**src/rtl/mb2cpx_assembler.sv**
```systemverilog
// Reassembles CPX return packets from 32-bit FSL words (1 header + 4 body words)
// and presents each on the SPARC CPX input as a one-cycle ready pulse; atomic pairs go out back-to-back.
module mb2cpx_assembler #(
  parameter int CPX_WIDTH = 145
) (
  input  logic                 rclk,
  input  logic                 reset,
  input  logic [31:0]          fsl_s_data,
  input  logic                 fsl_s_control,
  input  logic                 fsl_s_exists,
  output logic                 fsl_s_read,
  output logic [CPX_WIDTH-1:0] cpx_spc_data_cx2,
  output logic                 cpx_spc_data_rdy_cx2,
  output logic                 err_hdr,
  output logic                 err_frame
);

  localparam int HW = CPX_WIDTH - 128;

  typedef enum logic [1:0] {HDR, BODY, EMIT0, EMIT1} state_t;

  state_t               state_reg;
  logic                 slot_reg;
  logic [1:0]           cnt_reg;
  logic                 atom_reg;
  logic [CPX_WIDTH-1:0] pkt0_reg;
  logic [CPX_WIDTH-1:0] pkt1_reg;

  logic [CPX_WIDTH-1:0] fill_pkt;
  logic [CPX_WIDTH-1:0] fill_hdr;
  logic [CPX_WIDTH-1:0] fill_body;

  assign fsl_s_read = fsl_s_exists && (state_reg == HDR || state_reg == BODY);

  // Candidate contents of the slot being filled, for both a header and a body word.
  always_comb begin
    fill_pkt  = slot_reg ? pkt1_reg : pkt0_reg;
    fill_hdr  = {fsl_s_data[HW-1:0], fill_pkt[127:0]};
    fill_body = fill_pkt;
    case (cnt_reg)
      2'd0:    fill_body[127:96] = fsl_s_data;
      2'd1:    fill_body[95:64]  = fsl_s_data;
      2'd2:    fill_body[63:32]  = fsl_s_data;
      default: fill_body[31:0]   = fsl_s_data;
    endcase
  end

  always_ff @(posedge rclk) begin
    if (reset) begin
      state_reg            <= HDR;
      slot_reg             <= 1'b0;
      cnt_reg              <= 2'd0;
      atom_reg             <= 1'b0;
      pkt0_reg             <= '0;
      pkt1_reg             <= '0;
      cpx_spc_data_cx2     <= '0;
      cpx_spc_data_rdy_cx2 <= 1'b0;
      err_hdr              <= 1'b0;
      err_frame            <= 1'b0;
    end else begin
      case (state_reg)
        HDR: begin
          if (fsl_s_exists) begin
            if (fsl_s_control) begin
              if (slot_reg) pkt1_reg <= fill_hdr;
              else          pkt0_reg <= fill_hdr;
              if (!slot_reg) atom_reg <= fsl_s_data[31];
              cnt_reg   <= 2'd0;
              state_reg <= BODY;
            end else begin
              err_hdr <= 1'b1;
            end
          end
        end
        BODY: begin
          if (fsl_s_exists) begin
            if (fsl_s_control) begin
              // Header arriving mid-packet restarts the current slot from this header.
              if (slot_reg) pkt1_reg <= fill_hdr;
              else          pkt0_reg <= fill_hdr;
              if (!slot_reg) atom_reg <= fsl_s_data[31];
              cnt_reg   <= 2'd0;
              err_frame <= 1'b1;
            end else begin
              if (slot_reg) pkt1_reg <= fill_body;
              else          pkt0_reg <= fill_body;
              cnt_reg <= cnt_reg + 2'd1;
              if (cnt_reg == 2'd3) begin
                if (!slot_reg && atom_reg) begin
                  slot_reg  <= 1'b1;
                  state_reg <= HDR;
                end else begin
                  // Output is registered, so launch pkt0 now to have it valid during EMIT0.
                  state_reg            <= EMIT0;
                  cpx_spc_data_cx2     <= slot_reg ? pkt0_reg : fill_body;
                  cpx_spc_data_rdy_cx2 <= 1'b1;
                end
              end
            end
          end
        end
        EMIT0: begin
          if (atom_reg) begin
            state_reg            <= EMIT1;
            cpx_spc_data_cx2     <= pkt1_reg;
            cpx_spc_data_rdy_cx2 <= 1'b1;
          end else begin
            state_reg            <= HDR;
            slot_reg             <= 1'b0;
            cpx_spc_data_cx2     <= '0;
            cpx_spc_data_rdy_cx2 <= 1'b0;
          end
        end
        default: begin
          state_reg            <= HDR;
          slot_reg             <= 1'b0;
          atom_reg             <= 1'b0;
          cpx_spc_data_cx2     <= '0;
          cpx_spc_data_rdy_cx2 <= 1'b0;
        end
      endcase
    end
  end

endmodule
```
**config.mk**
```make
export PLATFORM = sky130hd
export DESIGN_NAME = mb2cpx_assembler
export DESIGN_NICKNAME = d
export VERILOG_FILES = /design/src/rtl/mb2cpx_assembler.sv
export SDC_FILE = /design/constraint.sdc
export NUM_CORES = 1
export LEC_CHECK = 0
export CORE_ASPECT_RATIO = 0.9
export CORE_MARGIN = 1
export CORE_UTILIZATION = 60
export CTS_BUF_LIST = sky130_fd_sc_hd__clkbuf_4
export CTS_CLUSTER_SIZE = 12
export DETAILED_ROUTE_END_ITERATION = 10
export GPL_TIMING_DRIVEN = 0
export PLACE_DENSITY = 0.82
export SLEW_MARGIN = 20
export SYNTH_ARGS = -nofsm -noshare
export SYNTH_HDL_FRONTEND = slang
export SYNTH_SLANG_ARGS = --single-unit
```
**constraint.sdc**
```tcl
create_clock -name rclk -period 4.8 [get_ports rclk]
set_clock_uncertainty 0.1 [all_clocks]
set_input_delay 0.72 -clock rclk [delete_from_list [all_inputs] [get_ports rclk]]
set_output_delay 0.72 -clock rclk [all_outputs]
set_load 0.02 [all_outputs]
```
After elaboration in Yosys (flattened, before gate mapping)
Index checks and enable logic that the tools add are counted.
{ "word_totals": {"ff_bits": 444, "inputBits": 36} }
{ "classes": {"n_addsub": 1, "eq_ne": 17, "mux": 54, "bitwise": 3, "reduce_logical": 17} }
{ "ops": {"columns": ["cell", "n"], "rows": [
  ["2-to-1 mux 145 bit", 18],
  ["one-hot mux 145 bit (2 select lines)", 2],
  ["one-hot mux 145 bit (3 select lines)", 1],
  ["2-to-1 mux 32 bit", 4],
  ["2-to-1 mux 2 bit", 11],
  ["AND reduction 5 bit", 3],
  ["inequality test 2 bit, second input constant", 7],
  ["2-to-1 mux 1 bit", 13],
  ["inequality test 2 x 1 -> 1 bit, second input constant", 4],
  ["AND reduction 4 bit", 2],
  ["equality test 2 bit, second input constant", 3],
  ["one-hot mux 1 bit (3 select lines)", 2],
  ["one-hot mux 2 bit (3 select lines)", 1],
  ["AND reduction 3 bit", 2],
  ["AND reduction 6 bit", 1],
  ["equality test 2 x 1 -> 1 bit, second input constant", 2],
  ["zero test 2 bit", 2],
  ["one-hot mux 2 bit (2 select lines)", 1],
  ["inequality test 3 bit, second input constant", 1],
  ["NOT 1 bit", 3],
  ["OR reduction 3 bit", 1],
  ["adder 2 x 1 -> 2 bit, second input constant", 1],
  ["logical AND 1 bit", 2],
  ["one-hot mux 1 bit (2 select lines)", 1],
  ["4 further kinds", 4]
]} }

Longest topological paths before layout
Gate-level depths: netlist of run 1.
{ "logic_depth": {"depth_word": 9, "depth_mapped": 11} }

Worst setup path before layout of run 1
OpenSTA, ideal clock, no wires.
{ "synth_path": {"path_type": "reg-to-output", "startpoint": "reg state_reg[1]", "endpoint": "out fsl_s_read", "arrival_time_ns": 1.410, "t_required_ns": 3.980, "path_slack_ns": 2.570, "stages_incl_launch_ff": 7, "cell_sequence": "dfxtp_1 inv_1 ha_1 buf_2 clkbuf_1 nor2_1 nor2b_1"} }
{ "synth_via": {"elab_chain_cells": 3, "elab_cells_between_ends": 4, "cone_classes": "eq/ne (1); reduce/logical (3)"} }
{ "synth_lines": {"columns": ["item", "line", "rtl"], "rows": [
  ["start: declaration", "22", "state_t state_reg;"],
  ["start signal: assignment", "50", "state_reg <= HDR;"],
  ["start signal: assignment", "69", "state_reg <= BODY;"],
  ["start signal: assignment", "91", "state_reg <= HDR;"],
  ["equality test 2 x 1 -> 1 bit or zero test 2 bit (tied branches)", "33", "assign fsl_s_read = fsl_s_exists && (state_reg == HDR || state_reg == BODY);"],
  ["logical OR 1 bit *", "33", null],
  ["logical AND 1 bit *", "33", null],
  ["end: declaration", "11", "output logic fsl_s_read,"]
]} }
Mark *: on every way between the ends. The rest lies on a longest branch, timed or not.

Worst setup path in the final report of run 1
Same ends and word-level chain as after synthesis.

==> results.yml, run 1 <==
sta:
  whs_ns: 0.1376
  min_period_over_period: 0.8515
  timing_hold_violations_final: 0
  finalSetupTns_ns: 0
  slew_headroom: 0.2373
  worst_slew_pin_slew_ns: 1.144
  timing.fmax_mhz: 244.7
  layout_min_cycle_time_ns: 4.087
  drv_slew: 0
  rsz0062_at_grt: "no"
  setup_viol: 0
  setup_slack_ns: 0.7128
hold_path:
  hold_path.class: "input pin to flop"
routing:
  routed_wl_um: 85660
  vias: 22980
  first_iter_violations: 3305
  drt-pass1-iter-count: 6
  viasPerCell: 6.580
  drtAntennaViolNets: 0
  routedWlPerCell_um: 24.53
  drc: 0
clocking:
  numCtsBuffers: 112
  cts_sinks: 444
  tritoncts: "built"
  ctsRootBufferMaster: "clkbuf_4"
  ctsHoldBuffers: 0
  clk_path_buf_depth: 3
  clk_latency_ns: 0.91
  cts_resized: 0
  htree_levels: 3
  clk_pin_slew_ns: 0.08
  cts_setup_buffers: 0
finish:
  fin_util: 0.7246
  nets: 2989
  syn_to_final_growth_pct: 17.44
  drive_above_1_share: 0.08422
setup_path:
  cp_data_arrival_time_ns: 3.27
  worst_path_max_delay_cell: "clkdlybuf4s50_1"
  worstPathCellList: "inv_1 -> ha_1 -> buf_2 -> clkbuf_1 -> nor2_1 -> nor2b_1 -> clkdlybuf4s50_1"
  startpoint_type: "flop"
  required_ns: 3.98
  slowest_delay_ns: 0.61
  crit_path_end_kind: "output pin"
  path_max_fanout: 10
  path_class: "flop to output pin"
run_status:
  run_status: "completed"
placement:
  io_buffers: 182
  place_congestion: 1.003
  detailed_place_hpwl_um: 59000
  dp_slack_ns: 1.104
yosys:
  synth-edff-count: 0
  yosys-top-cells-count: "444 x dfxtp_1, 436 x nand2_1, 298 x nand2b_1, 238 x o21ai_0, 163 x clkbuf_1"
  ys_seq_elements: 444
  synth_async_sr_flop_share: 0
  synth_top_area_share: 0.4063
  post-synth-top-count-cell: "dfxtp_1"
  yosysSeqAreaShare: 0.4063
  synth-main-ff-cell: "dfxtp_1"
  syn_area_um2: 21880
  ys_types: 41
  syn_area_per_cell_um2: 8.269
  yosys_warnings: 0
  synth_top_area_cell: "dfxtp_1"
  syn-num-nets: 2692
  synthTopCellsByArea: "dfxtp_1 41%, nand2b_1 8.5%, nand2_1 7.5%"
  synth_cells: 2646
floorplan:
  die_y_um: 183.2
  fp.coreArea_um2: 35460
  ios: 185
  std_cell_rows: 65
  start_util: 0.6170
  die_x_um: 203.3
  die_area_um2: 37230
power_and_ir_drop:
  fin_total_pwr_mw: 8.817
  total_leakage_power_nw: 8.241
  powerDensity_nw_per_um2: 343.2
  ir_drop_v: 0.0002232
grt:
  grt_pass1_vias: 22020
  grt_remaining_overflow: 0
  antenna_found_initial: 2
  grt_pass1_wl_um: 128800
  grt_max_degree: 15
  grtUsageTotal: 0.4527
run:
  maxCapViolCount: 0
[final timing paths]
path	from	endpoint	slack (ns)	cells past startpoint
worst max-delay path	state_reg[1]	fsl_s_read	0.71	7
worst min-delay path	fsl_s_exists	err_frame	0.14	3
worst max register to register	state_reg[1]	cpx_spc_data_cx2[30]	1.30	8
worst min register to register	pkt1_reg[138]	pkt1_reg[138]	0.36	2
[routing by layer]
layer / routed length, um / GRT usage / up-vias
met5: 0 / 0 / -
met3: 12700 / 0.1578 / 409
met2: 35170 / 0.6461 / 1906
met1: 32130 / 0.5783 / 10710
met4: 5665 / 0.2926 / 0
li1: - / - / 9959
[layout by cell type, fill, tap and decap left out, types with 20 or more instances in the layout]
cell type	instances
clkbuf_4	172
a22o_1	128
a21oi_1	25
clkbuf_1	163
nand3_1	128
nor2b_1	132
o21ai_0	238
buf_1	20
nand2b_1	298
mux2i_1	146
clkdlybuf4s50_1	182
dfxtp_1	444
o211ai_1	129
buf_2	61
nand2_1	436
a211oi_1	129
o21ai_1	37
[critical path: cells and delay by family (launching register included)]
kind / cells / cell delay (ns)
adder cells (fa/ha/maj): 1 / 0.17
buffers and inverters: 4 / 1.50
flip-flops: 1 / 0.35
AND/OR/NAND/NOR: 2 / 0.33
[area by class of cell]
type                            count  area [um2]
Multi-Input combinational cell   1936       11840
Fill cell                        2866        9766
Sequential cell                   444        8889
Timing Repair Buffer              183        1833
Clock buffer                      172        1291
Buffer                            255        1114
Tap cell                          469       586.8
Clock inverter                     15       86.33
Inverter                           11       41.29
Antenna cell                        7       17.52
[per-stage QoR]
stage	cell area (um2)	std cells
2_1_floorplan	21880	2646
3_3_place_gp	24290	3297
3_5_place_dp	24300	3298
4_1_cts	25680	3485
5_1_grt	25690	3490
6_report	25690	3492
[report_power, final]
group          internal, mW  switching (mW)  leakage, nW
Combinational         0.408            1.34         3.82
Clock                  1.66            1.60        0.840
Sequential             3.75          0.0581         3.58
Total                  5.82            3.00         8.24
[cell families (layout without fill, tap and decap cells)]
family	Yosys count	after routing	synth area share
compound gates	731	731	0.2251
other cells	0	7	0
buf+inv	266	636	0.05279
fa+ha+maj	10	10	0.005719
flops	444	444	0.4063
mux	146	146	0.06680
simple gates	1049	1049	0.2433
(Power assumes the default switching activity.)
==> run 2, diff against run 1 <==
--- a/config.mk
+++ b/config.mk
@@ -5,6 +5,7 @@
 export SDC_FILE = /design/constraint.sdc
 export NUM_CORES = 1
 export LEC_CHECK = 0
+export CAP_MARGIN = 10
 export CORE_ASPECT_RATIO = 0.9
 export CORE_MARGIN = 1
 export CORE_UTILIZATION = 60
==> results of run 2 <==
No change in the layout: final DEF, timing and power equal those of run 1.
